[src/rtl/ssub_pkg.sv]
// Shared types and constants for the signed-subtractor result path.
package ssub_pkg;

  localparam int unsigned SSUB_WIDTH = 32;

  localparam logic [1:0] SEL_IN1 = 2'b00;
  localparam logic [1:0] SEL_IN2 = 2'b01;
  localparam logic [1:0] SEL_IN3 = 2'b10;
  localparam logic [1:0] SEL_IN4 = 2'b11;

  // Per-entry sideband stored next to the (width-parameterised) result data
  typedef struct packed {
    logic [1:0] sel;
    logic       zero;
    logic       neg;
    logic       dis;
  } ssub_meta_t;

endpackage

[src/rtl/ssub_flag_gen.sv]
// Gates the selector output by orf and derives the zero/negative/disabled flags.
module ssub_flag_gen #(
  parameter int unsigned WIDTH = 32
) (
  input  logic [WIDTH-1:0] data,
  input  logic             orf,
  output logic [WIDTH-1:0] gated,
  output logic             zero,
  output logic             neg,
  output logic             dis
);

  always_comb begin
    gated = orf ? data : '0;
    zero  = (gated == '0);
    neg   = orf & data[WIDTH-1];
    dis   = ~orf;
  end

endmodule

[src/rtl/ssub_result_buffer.sv]
// Registered FIFO stage after the 4:1 result selector: stores gated result plus
// select code and flags, valid/ready on both sides, saturating drop counter.
module ssub_result_buffer
  import ssub_pkg::*;
#(
  parameter int unsigned WIDTH = SSUB_WIDTH,
  parameter int unsigned DEPTH = 2,
  parameter int unsigned CNT_W = 8,
  localparam int unsigned PTR_W = $clog2(DEPTH),
  localparam int unsigned LVL_W = $clog2(DEPTH) + 1
) (
  input  logic             clk,
  input  logic             rst,
  input  logic             in_valid,
  output logic             in_ready,
  input  logic [WIDTH-1:0] in_data,
  input  logic             in_orf,
  input  logic [1:0]       in_sel,
  output logic             out_valid,
  input  logic             out_ready,
  output logic [WIDTH-1:0] out_data,
  output logic [1:0]       out_sel,
  output logic             out_zero,
  output logic             out_neg,
  output logic             out_dis,
  output logic [LVL_W-1:0] level,
  output logic [CNT_W-1:0] drop_cnt
);

  localparam logic [LVL_W-1:0] FULL_LVL = LVL_W'(DEPTH);

  logic [WIDTH-1:0] data_q [DEPTH];
  logic [WIDTH-1:0] data_d [DEPTH];
  ssub_meta_t       meta_q [DEPTH];
  ssub_meta_t       meta_d [DEPTH];
  logic [PTR_W-1:0] wr_ptr_q, wr_ptr_d;
  logic [PTR_W-1:0] rd_ptr_q, rd_ptr_d;
  logic [LVL_W-1:0] level_q, level_d;
  logic [CNT_W-1:0] drop_cnt_q, drop_cnt_d;
  logic             live_q, live_d;

  logic [WIDTH-1:0] gated;
  logic             f_zero, f_neg, f_dis;
  logic             push, pop;

  ssub_flag_gen #(.WIDTH(WIDTH)) u_flag_gen (
    .data  (in_data),
    .orf   (in_orf),
    .gated (gated),
    .zero  (f_zero),
    .neg   (f_neg),
    .dis   (f_dis)
  );

  // live_q holds in_ready low until the first edge after reset release
  assign in_ready  = live_q && (level_q < FULL_LVL);
  assign out_valid = (level_q != '0);
  assign push      = in_valid && in_ready;
  assign pop       = out_valid && out_ready;

  assign out_data = data_q[rd_ptr_q];
  assign out_sel  = meta_q[rd_ptr_q].sel;
  assign out_zero = meta_q[rd_ptr_q].zero;
  assign out_neg  = meta_q[rd_ptr_q].neg;
  assign out_dis  = meta_q[rd_ptr_q].dis;
  assign level    = level_q;
  assign drop_cnt = drop_cnt_q;

  always_comb begin
    data_d     = data_q;
    meta_d     = meta_q;
    wr_ptr_d   = wr_ptr_q;
    rd_ptr_d   = rd_ptr_q;
    level_d    = level_q;
    drop_cnt_d = drop_cnt_q;
    live_d     = 1'b1;

    if (push) begin
      data_d[wr_ptr_q] = gated;
      meta_d[wr_ptr_q] = '{sel: in_sel, zero: f_zero, neg: f_neg, dis: f_dis};
      wr_ptr_d         = wr_ptr_q + PTR_W'(1);
    end
    if (pop) begin
      rd_ptr_d = rd_ptr_q + PTR_W'(1);
    end

    unique case ({push, pop})
      2'b10:   level_d = level_q + LVL_W'(1);
      2'b01:   level_d = level_q - LVL_W'(1);
      default: level_d = level_q;
    endcase

    if (in_valid && !in_ready && (drop_cnt_q != '1)) begin
      drop_cnt_d = drop_cnt_q + CNT_W'(1);
    end
  end

  always_ff @(posedge clk or posedge rst) begin
    if (rst) begin
      for (int unsigned i = 0; i < DEPTH; i++) begin
        data_q[i] <= '0;
        meta_q[i] <= '0;
      end
      wr_ptr_q   <= '0;
      rd_ptr_q   <= '0;
      level_q    <= '0;
      drop_cnt_q <= '0;
      live_q     <= 1'b0;
    end else begin
      data_q     <= data_d;
      meta_q     <= meta_d;
      wr_ptr_q   <= wr_ptr_d;
      rd_ptr_q   <= rd_ptr_d;
      level_q    <= level_d;
      drop_cnt_q <= drop_cnt_d;
      live_q     <= live_d;
    end
  end

endmodule

[config.mk]
export PLATFORM = sky130hd
export DESIGN_NAME = ssub_result_buffer
export DESIGN_NICKNAME = d
export VERILOG_FILES = /design/src/rtl/ssub_pkg.sv /design/src/rtl/ssub_flag_gen.sv /design/src/rtl/ssub_result_buffer.sv
export SDC_FILE = /design/constraint.sdc
export NUM_CORES = 1
export LEC_CHECK = 0
export ABC_AREA = 0
export CORE_MARGIN = 1
export CORE_UTILIZATION = 33
export DETAILED_ROUTE_END_ITERATION = 8
export GPL_ROUTABILITY_DRIVEN = 0
export MAX_ROUTING_LAYER = met4
export PLACE_DENSITY = 0.53
export SLEW_MARGIN = 20
export SYNTH_ARGS = -nofsm -noshare
export SYNTH_HDL_FRONTEND = slang
export SYNTH_HIERARCHICAL = 1
export SYNTH_SLANG_ARGS = --single-unit
[constraint.sdc]
create_clock -name clk -period 4 [get_ports clk]
set_input_delay 0.8 -clock clk [delete_from_list [all_inputs] [get_ports clk]]
set_output_delay 0.8 -clock clk [all_outputs]
set_load 0.1 [all_outputs]
# Word-level counts from Yosys, hierarchy flattened
# Index checks and enable logic that the tools add are counted.
[word_totals]
register_bits = 87
latchBits = 0
mem_bits_rw = 0
romBits = 0
inputBits = 39
out_inout_bits = 49
word_cells = 55
memories = 0
[op_classes]
addsub = 5
multipliers = 0
n_div = 0
order_cmp = 4
eq_ne = 3
shift = 0
n_mux = 14
bitwise = 4
n_reduce_logical = 10
[op_table]
columns = ["op", "n"]
rows = [
  ["$mux W32", 5],
  ["$bwmux W64", 1],
  ["$demux W32 S1", 1],
  ["$logic_not A32 Y1", 1],
  ["$mux W5", 4],
  ["$bwmux W10", 1],
  ["$add A8 B1 Y8 const B", 1],
  ["$ne A8 B8 Y1 const B", 1],
  ["$logic_and A1 B1 Y1", 6],
  ["$demux W5 S1", 1],
  ["$ge A2 B2 Y1 const B", 2],
  ["$not A1 Y2", 2],
  ["$pmux W2 S2", 1],
  ["$reduce_bool A2 Y1", 2],
  ["$add A1 B1 Y1 const B", 2],
  ["$add A2 B1 Y2 const B", 1],
  ["$eq A2 B1 Y1 const B", 1],
  ["$eq A2 B2 Y1 const B", 1],
  ["$lt A2 B1 Y1 const B", 1],
  ["$lt A2 B2 Y1 const B", 1],
  ["$sub A2 B1 Y2 const B", 1],
  ["$and A1 B1 Y1", 1],
  ["$logic_not A1 Y1", 1],
  ["$not A1 Y1", 1],
]

# Logic depth before layout (Yosys ltp)
# Gate-level depths: netlist of run 1.
[depth]
ltp_word = 6
depth_mapped = 7
depth_no_buf = 7

# By module
# The synthesis of run 1 kept the hierarchy.
[by_module_without_submodules]
columns = ["module", "instances", "cells_each", "area_each_um2", "seq_area_each_um2"]
rows = [
  ["ssub_result_buffer", 1, 253, 3965.1, 2177.1],
  ["ssub_flag_gen", 1, 48, 320.3, 0.0],
]

# Worst setup path after synthesis of run 1
# Ideal clock, no wire load.
[synth_path]
path_type = "register -> register"
from = "register level_q[0] (netlist: level[0])"
to = "register level_q[1] (netlist: level[1])"
setup_ns = 0.162
arrival_time_ns = 2.254
t_required_ns = 3.838
setup_slack_ns = 1.583
stages_incl_launch_ff = 7
path_buffers = 0
period_less_slack_ns = 2.417
path_cell_list = "dfrtp_1 or2_2 and2_1 ha_1 xnor2_1 nor2_1 xor2_1"
[synth_between]
elab_cells_between_ends = 11
cone_classes = "add/sub (2); order compare (1); eq/ne (2); mux (1); reduce/logical (5)"
[synth_rtl]
columns = ["item", "line_no", "rtl"]
rows = [
  ["start, declared", "ssub_result_buffer.sv:38", "logic [LVL_W-1:0] level_q, level_d;"],
  ["start signal, assigned", "ssub_result_buffer.sv:114", "level_q <= level_d;"],
  ["$reduce_bool A2 Y1 *", "ssub_result_buffer.sv:57", "assign out_valid = (level_q != '0);"],
  ["net out_valid", "ssub_result_buffer.sv:19", "output logic out_valid,"],
  ["$logic_and A1 B1 Y1 *", "ssub_result_buffer.sv:59", "assign pop = out_valid && out_ready;"],
  ["net pop", "ssub_result_buffer.sv:44", "logic push, pop;"],
  ["$eq A2 B1 Y1 or $eq A2 B2 Y1 (tied branches)", "ssub_result_buffer.sv:87", "unique case ({push, pop})"],
  ["$pmux W2 S2 or $reduce_bool A2 Y1 (tied branches)", "--", ""],
]
# Mark *: on every way through the listed nets, which the timed path passes. The rest lies on a longest branch.
# A chain may end at the register's enable or synchronous reset.

# Final worst setup path of run 1
[layout_path]
from = "register level_q[1] (netlist: level[1])"
to = "output port in_ready"
[layout_between]
elab_chain_cells = 2
[layout_lines]
columns = ["item", "line_no", "rtl"]
rows = [
  ["$lt A2 B2 Y1", "ssub_result_buffer.sv:56", "assign in_ready = live_q && (level_q < FULL_LVL);"],
  ["$logic_and A1 B1 Y1", "ssub_result_buffer.sv:56", ""],
  ["end, declared", "ssub_result_buffer.sv:15", "output logic in_ready,"],
]
# Every way passes these cells.

==> impl_results.md, run 1 <==
* Largest net degree at the start of global routing at 39
* Hold path start: data_q[44]
* Fin crit share at 73.8%
* Worst Path Buf+Inv at 2
* Vias in the first global route at 2755
* R2r worst-path depth at 4
* Post-CTS Hold Buffers at 0
* Worst skew pair latency at 0.34 ns
* IO Port Bufs at 87
* Max Slew Vio Count at 0
* Post-CTS setup buffer count at 0
* Layout cells sized above 1 at 42.9%
* FILL cells at 1235
* Status: completed
* Die Wd at 116 um
* RSZ-0062 raised after global routing: false
* Setup TNS at 0 ns
* Critical path's top delay family: buffers and inverters
* Mean Syn Cell Area at 14.2 sq um
* Syn_nets at 342
* Fmax at 339 MHz
* Yosys top cell area share at 50.8%
* Final Skew at 0.00549 ns
* CP required at 3.20 ns
* Die area at 0.0134 sq mm
* CTS tree: done
* Final nets at 428
* Hold path depth at 1
* Slew at the pin closest to its max-slew limit at 0.975 ns
* Initial Utilization at 34.0%
* Congestion Overflow GR at 0
* Clk buf depth at 2
* Slowest CP cell: clkdlybuf4s50_1
* Asr flop ratio synth at 100%
* Max Cap Viol at 0
* Row count at 41
* HP Class: register to register
* Leading area contributor after synthesis: dfrtp_1
* Seq/Total Area, Yosys at 50.8%
* Area taken by multi-input logic gates at 0.00199 sq mm
* Worst Setup End Kind: output port
* Flops & latches, synth at 87
* Tmin final at 2.95 ns
* Initial antenna violation count at 0
* Routed Antenna Nets at 0
* Worst slew margin at 34.8%
* Crit-path max cell delay at 1.13 ns
* Final HPWL DP at 5.85 mm
* IO Pins at 88
* Placed cells at 548
* Critical Path Start Type: register
* Worst setup startpoint: level[1]
* Register area at 0.00218 sq mm
* Area of the mapped netlist at 0.00429 sq mm
* WL per Instance at 16.2 um
* Post-synth EDFFs at 0
* Final Hold Viols at 0
* Final wirelength at 9.14 mm
* Root Buffer: clkbuf_16
* Most common flop cell mapped by yosys: dfrtp_1
* Area contributors post-synth: dfrtp_1 (51%), mux2_2 (18%), mux2_4 (11%)
* Clock-pin slew on the worst setup and hold paths at 0.06 ns
* DR pass1 iterations at 4
* R2r startpoint: level[1]
* Synth warn at 6
* Critical-path maximum fanout at 5
* Post-synth cell types at 34
* Area grow syn2layout at 28.4%
* CTS resizes at 0
* CP Depth at 3
* Final setup viols at 0
* Crit-path cells: nand2b_4 > inv_4 > clkdlybuf4s50_1
* Non-Filler Instances at 564
* 1st-iter DRT viols at 97
* Number of CTS-inserted buffers at 9
* WP data arrival at 2.15 ns
* Vias at 2563
* DRC viols at 0
* Total track usage at 14.9%
* Cells after Synth at 301
* Die Y at 116 um
* Global-route wire length before repair at 14.5 mm
* Vias per cell at 4.54
* WS Path Type: register to output port
* H-tree depth at 3
* # clock sinks at 87
* N_diodes at 0
* Core area at 0.0126 sq mm
-- cell usage after synthesis (all sizes together), types with 2 or more instances --
cell type and number:
xnor2 4, dfrtp 87, o21ai 2, xor2 4, nor4 8, ha 2, nand3 5, nand4 3
nor2 7, nand2 4, mux2 115, and3 2, nand2b 3, and2 33, inv 3, buf 13
-- worst paths after layout --
path	slack, ns	to
hold reg to reg	0.48	data_q[44]
min in group asynchronous	0.78	data_q[32]
setup / recovery	1.05	in_ready
max in group asynchronous	2.41	data_q[38]
setup reg to reg	2.07	data_q[13]
hold / removal	0.48	data_q[44]
-- sequential cells by signal, summed over array words and instances (netlist names) --
name	flops
data_q	64
meta_q	10
drop_cnt	8
level	2
live_q	1
rd_ptr_q	1
wr_ptr_q	1
-- metrics by stage --
| step | cell area (sq um) | utilization, % | hold WS (ns) | setup WS [ns] |
|---|---|---|---|---|
| finish | 5500 | 43.6 | 0.485 | 1.05 |
| global route | 5500 | 43.6 | 0.498 | 0.981 |
| CTS | 5500 | 43.6 | 0.488 | 1.03 |
| detailed placement | 5180 | 41.1 | 0.472 | 1.21 |
| global placement | 5190 | 41.1 | 0.462 | 1.20 |
| floorplan | 4290 | - | 0.454 | 0.950 |
-- routing by layer --
metal	vias to the layer above	share of wire [%]	GRT usage (%)
met5	-	0	-
met4	0	1.1	4.62
met3	9	5.8	4.76
met2	66	45	21.6
met1	1255	48	19.8
li1	1233	-	-
-- kinds of logic (layout without fill, tap and decap cells) --
group / count (synthesis) / count (layout) / share of synthesized area [%]
fa+ha+maj: 2 / 2 / 0.584
flops: 87 / 87 / 50.8
compound gates: 4 / 4 / 0.496
simple gates: 67 / 67 / 10.7
buf+inv: 17 / 108 / 2.86
mux: 115 / 115 / 32.8
other cells: 1 / 1 / 0.0875
xor+xnor: 8 / 8 / 1.63
-- cell type report --
cell class	count	area share, %
Sequential cell	87	39.6
Multi-Input combinational cell	197	36.1
Timing Repair Buffer	89	14.3
Clock buffer	9	4.09
Tap cell	172	3.91
Clock inverter	7	1.73
Inverter	3	0.273
-- layout by cell type (no fill, tap or decap), drive strengths merged, types with 4 or more instances in the layout --
cell           count
xor2               4
and2              33
clkdlybuf4s50     49
clkbuf             9
dfrtp             87
mux2             115
clkinv             4
buf               40
nor4               8
nand2              4
nor2               7
nand3              5
xnor2              4
Power of run 1 is not shown: default switching activity piles up to over one toggle a cycle in this logic, so the estimate is an artifact.
==> run 2: changes to the inputs <==
--- a/config.mk
+++ b/config.mk
@@ -11,7 +11,7 @@
 export DETAILED_ROUTE_END_ITERATION = 8
 export GPL_ROUTABILITY_DRIVEN = 0
 export MAX_ROUTING_LAYER = met4
-export PLACE_DENSITY = 0.53
+export PLACE_DENSITY = 0.55
 export SLEW_MARGIN = 20
 export SYNTH_ARGS = -nofsm -noshare
 export SYNTH_HDL_FRONTEND = slang
==> constraint.sdc (replaced) <==
create_clock -name clk -period 2.45 [get_ports clk]
set_input_delay 0.49 -clock clk [delete_from_list [all_inputs] [get_ports clk]]
set_output_delay 0.49 -clock clk [all_outputs]
set_load 0.1 [all_outputs]
==> run 2 against run 1 <==
Effect of this change: utilization up 4.0 points; wire length decreased by 0.49%; highest routed layer unchanged; sequential share of layout area fell by 3.3 points; clock skew is essentially flat.
==> impl_results.md, run 2 (same netlist as run 1, synthesis figures left out) <==
* Status: completed
* Clock-pin slew on the worst setup and hold paths at 0.06 ns (about the same)
* Post-CTS setup buffer count at 0 (unchanged)
* WP data arrival at 1.63 ns (-0.52 ns)
* Area taken by multi-input logic gates at 0.00199 sq mm (unchanged)
* CTS tree: done
* DR pass1 iterations at 4 (unchanged)
* IO Pins at 88 (unchanged)
* Initial antenna violation count at 0 (unchanged)
* R2r worst-path depth at 6 (+2)
* H-tree depth at 3 (unchanged)
* WL per Instance at 16.0 um (-1.4%)
* HP Class: register to register
* Root Buffer: clkbuf_16
* Fmax at 472 MHz
* Max Slew Vio Count at 0 (unchanged)
* Commonest non-fill, non-tap cell in the layout: dfrtp_1
* Non-Filler Instances at 569 (+0.89%)
* Area grow syn2layout at 40.1%
* Initial Utilization at 34.0% (unchanged)
* Placed cells at 554 (+1.1%)
* Congestion Overflow GR at 0 (unchanged)
* Most frequent cells in the layout: dfrtp_1 (86), mux2_2 (69), buf_12 (41), clkdlybuf4s50_1 (38), and2_1 (32)
* Clk buf depth at 2 (unchanged)
* Critical-path maximum fanout at 18 (+13)
* Hold path start: data_q[45]
* Routed Antenna Nets at 0 (unchanged)
* Final wirelength at 9.09 mm (-0.49%)
* Final Hold Viols at 0 (unchanged)
* Critical Path Start Type: register
* Final setup viols at 0 (unchanged)
* Largest net degree at the start of global routing at 48 (+23%)
* Register area at 0.00218 sq mm (unchanged)
* Core area at 0.0126 sq mm (unchanged)
* N_diodes at 0 (unchanged)
* FILL cells at 1166 (-5.6%)
* DRC viols at 0 (unchanged)
* Die Wd at 116 um (unchanged)
* Die Y at 116 um (unchanged)
* Global-route wire length before repair at 15.1 mm (+4.2%)
* Hold path depth at 1 (unchanged)
* RSZ-0062 raised after global routing: false
* # clock sinks at 87 (unchanged)
* Vias per cell at 4.70 (+3.3%)
* Max Cap Viol at 0 (unchanged)
* R2R Path End: data_q[57]
* Worst Setup End Kind: output port
* R2r startpoint: level[1]
* Max reg flops at 64 (unchanged)
* Tmin final at 2.12 ns
* IO Port Bufs at 87 (unchanged)
* Layout cells sized above 1 at 45.3% (+2.5 points)
* Worst hold margin at 0.482 ns (-0.00237 ns)
* Hold endpoint: data_q[45]
* CTS resizes at 0 (unchanged)
* WS Path Type: register to output port
* Worst setup startpoint: rd_ptr_q
* Fin crit share at 86.5%
* Vias at 2672 (+4.3%)
* Row count at 41 (unchanged)
* Final HPWL DP at 6.10 mm (+4.2%)
* Final Skew at 0.00501 ns (-0.000483 ns)
* CP required at 1.96 ns (-1.24 ns)
* Number of CTS-inserted buffers at 9 (unchanged)
* Setup TNS at 0 ns (unchanged)
* Die area at 0.0134 sq mm (unchanged)
* Total track usage at 15.3% (+0.42 points)
* Final nets at 434 (+1.4%)
* Post-CTS Hold Buffers at 0 (unchanged)
* Vias in the first global route at 2809 (+2.0%)
* Largest reg by FF count: data_q
* R2R setup slack at 0.81 ns (-1.26 ns)
* Worst skew pair latency at 0.33 ns (about the same)
* 1st-iter DRT viols at 77 (-21%)
run 2: cell count changes in the layout (fill, tap and decap cells not counted), moves of 3 or more:
| cell | delta |
|---|---|
| clkbuf_1 | +4 |
| clkinv_2 | -3 |
| buf_4 | -23 |
| buf_12 | +41 |
| clkdlybuf4s50_1 | -11 |
run 2: worst max-delay path, stage by stage, from the launching register on:
cell     delay, ns
dfrtp_2       0.39
buf_4         0.29
mux2_2        0.42
buf_12        0.18
run 2: through the flow:
stage	cell area, sq um	utilization, %	setup slack (ns)
global route	6000	47.6	0.260
detailed placement	5720	45.3	0.282
floorplan	4290	-	0.0333
global placement	5720	45.3	0.312
CTS	6000	47.6	0.304
finish	6000	47.6	0.330
run 2: worst max path at each step:
stage	endpoint	slack [ns]	cells after the start
after floorplan	level[1]	0.03	6
after global placement	data_q[54]	0.31	5
after detailed placement	data_q[61]	0.28	5
after CTS	out_data[17]	0.30	3
after global routing	out_data[17]	0.26	3
final	out_data[17]	0.33	3
run 2: final cells by class:
type	instances	share of cell area, %
well taps	172	3.59
repair buffers	95	22.0
multi-input cells	197	33.1
inverters	3	0.292
clock inverters	1	0.500
clock buffers	14	4.23
flip-flops and latches	87	36.3
run 2: metal layers:
metal / share of wire, % / vias to the layer above / track usage (%)
li1: - / 1245 / -
met4: 0.67 / 0 / 2.82
met1: 50 / 1354 / 21.3
met3: 4.7 / 6 / 4.34
met5: 0 / - / -
met2: 45 / 67 / 22.3
Power of run 2 is left out for the same reason.
==> run 3: changes to the inputs <==
--- a/config.mk
+++ b/config.mk
@@ -5,7 +5,6 @@
 export SDC_FILE = /design/constraint.sdc
 export NUM_CORES = 1
 export LEC_CHECK = 0
-export ABC_AREA = 0
 export CORE_MARGIN = 1
 export CORE_UTILIZATION = 33
 export DETAILED_ROUTE_END_ITERATION = 8
==> constraint.sdc (replaced) <==
create_clock -name clk -period 2.45 [get_ports clk]
set_input_delay 0.3675 -clock clk [delete_from_list [all_inputs] [get_ports clk]]
set_output_delay 0.3675 -clock clk [all_outputs]
set_load 0.1 [all_outputs]
==> run 3 against run 2 <==
Effect of this change: global-route usage is 0.19 points higher; sequential cell count unchanged; clock skew barely moved; first-iteration DRC count shrank 6.5%; final area rose by 0.23%; cell count down 0.35%; register-to-register slack worse by 0.07 ns; count of clock-buffer cells in the layout fell by 3; via count decreased by 0.86%; critical path type unchanged.
==> impl_results.md, run 3 (same netlist as run 1, synthesis figures left out) <==
* Status: completed
* Final Hold Viols at 0 (unchanged)
* Slew at the pin closest to its max-slew limit at 0.541 ns
* Total track usage at 15.5% (+0.19 points)
* Vias per cell at 4.67 (-0.51%)
* Global-route wire length before repair at 15.2 mm (+0.37%)
* IO Pins at 88 (unchanged)
* Worst slew margin at 63.6%
* CTS tree: done
* Number of CTS-inserted buffers at 9 (unchanged)
* Core area at 0.0126 sq mm (unchanged)
* CP most frequent cell: buf_12
* Final HPWL DP at 6.10 mm (about the same)
* Final setup margin at 0.341 ns (+0.0111 ns)
* WL per Instance at 16.4 um (+2.5%)
* Die Wd at 116 um (unchanged)
* WP data arrival at 1.74 ns (+0.11 ns)
* CP required at 2.08 ns (+0.12 ns)
* Worst Setup End Kind: output port
* Die area at 0.0134 sq mm (unchanged)
* HP Class: input pin to asynchronous set/reset pin
* Tmin final at 2.11 ns (-0.0111 ns)
* DRC viols at 0 (unchanged)
* Final nets at 432 (-0.46%)
* Root Buffer: clkbuf_16
* RSZ-0062 raised after global routing: false
* Final wirelength at 9.29 mm (+2.1%)
* Vias in the first global route at 2962 (+5.4%)
* Commonest non-fill, non-tap cell in the layout: dfrtp_1
* Crit-path cells: buf_12 > mux2_2 > buf_12
* N_diodes at 0 (unchanged)
* H-tree depth at 3 (unchanged)
* Vias at 2649 (-0.86%)
* Setup TNS at 0 ns (unchanged)
* Initial Utilization at 34.0% (unchanged)
* Worst hold margin at 0.481 ns (-0.00129 ns)
* Fmax at 474 MHz (+0.52%)
* Crit-path max cell delay at 0.56 ns (+0.14 ns)
* Max Cap Viol at 0 (unchanged)
* Worst slack, placed at 0.316 ns (+0.0338 ns)
* Critical-path maximum fanout at 28 (+10)
* DR pass1 iterations at 4 (unchanged)
* Initial antenna violation count at 0 (unchanged)
* Max reg flops at 64 (unchanged)
* Post-CTS setup buffer count at 0 (unchanged)
* Fin crit share at 86.1% (-0.45 points)
* Largest net degree at the start of global routing at 65 (+35%)
* Worst skew pair latency at 0.34 ns (about the same)
* Critical Path Start Type: register
* Die Y at 116 um (unchanged)
* Routed Antenna Nets at 0 (unchanged)
* Final Skew at 0.00530 ns (+0.000288 ns)
* # clock sinks at 87 (unchanged)
* WS Path Type: register to output port
* Final setup viols at 0 (unchanged)
* Slowest CP cell: dfrtp_2
* 1st-iter DRT viols at 72 (-6.5%)
* Post-CTS Hold Buffers at 0 (unchanged)
* Clock-pin slew on the worst setup and hold paths at 0.06 ns (about the same)
* Largest reg by FF count: data_q
* Max Slew Vio Count at 0 (unchanged)
* Row count at 41 (unchanged)
* IO Port Bufs at 87 (unchanged)
* Layout cells sized above 1 at 45.8% (+0.48 points)
* CTS resizes at 0 (unchanged)
* Congestion Overflow GR at 0 (unchanged)
* Clk buf depth at 2 (unchanged)
* Most frequent cells in the layout: dfrtp_1 (86), mux2_2 (69), buf_12 (41), clkdlybuf4s50_1 (38), and2_1 (32)
* Area grow syn2layout at 40.4%
[run 3: stage by stage]
stage | utilization (%) | instance area [sq um] | cells
2_1_floorplan | - | 4290 | 301
3_3_place_gp | 45.2 | 5700 | 552
3_5_place_dp | 45.2 | 5700 | 552
4_1_cts | 47.7 | 6020 | 567
5_1_grt | 47.7 | 6020 | 567
6_report | 47.7 | 6020 | 567
[run 3: path summary, 6_finish.rpt]
check / start / endpoint / slack [ns] / cells past startpoint
worst max-delay path: rd_ptr_q / out_data[17] / 0.34 / 3
worst max register to register: level[1] / data_q[55] / 0.74 / 6
worst min-delay path: rst / drop_cnt[4] / 0.48 / 3
min in group clk: data_q[46] / data_q[46] / 0.48 / 1
worst min register to register: data_q[46] / data_q[46] / 0.48 / 1
max in group asynchronous: rst / data_q[22] / 1.67 / 3
[run 3: area by class of cell]
type,count,area (sq um)
Tap cell,172,215
Clock buffer,11,243
Timing Repair Buffer,93,1310
Sequential cell,87,2180
Fill cell,1123,6600
Clock inverter,4,70.1
Inverter,3,17.5
Multi-Input combinational cell,197,1990
[run 3: critical path, delay by kind of cell, from the launching register on]
family | cells | cell delay (ns)
multiplexers | 1 | 0.40
buffers and inverters | 2 | 0.44
flip-flops | 1 | 0.56
[run 3: per-layer routing]
layer	track usage (%)	share of wire (%)	vias to the layer above
met1	19.3	47	1332
met5	-	0	-
met4	5.13	1.4	0
met3	4.60	5.3	10
met2	24.1	46	67
li1	-	-	1240
Power of run 3 is left out for the same reason.
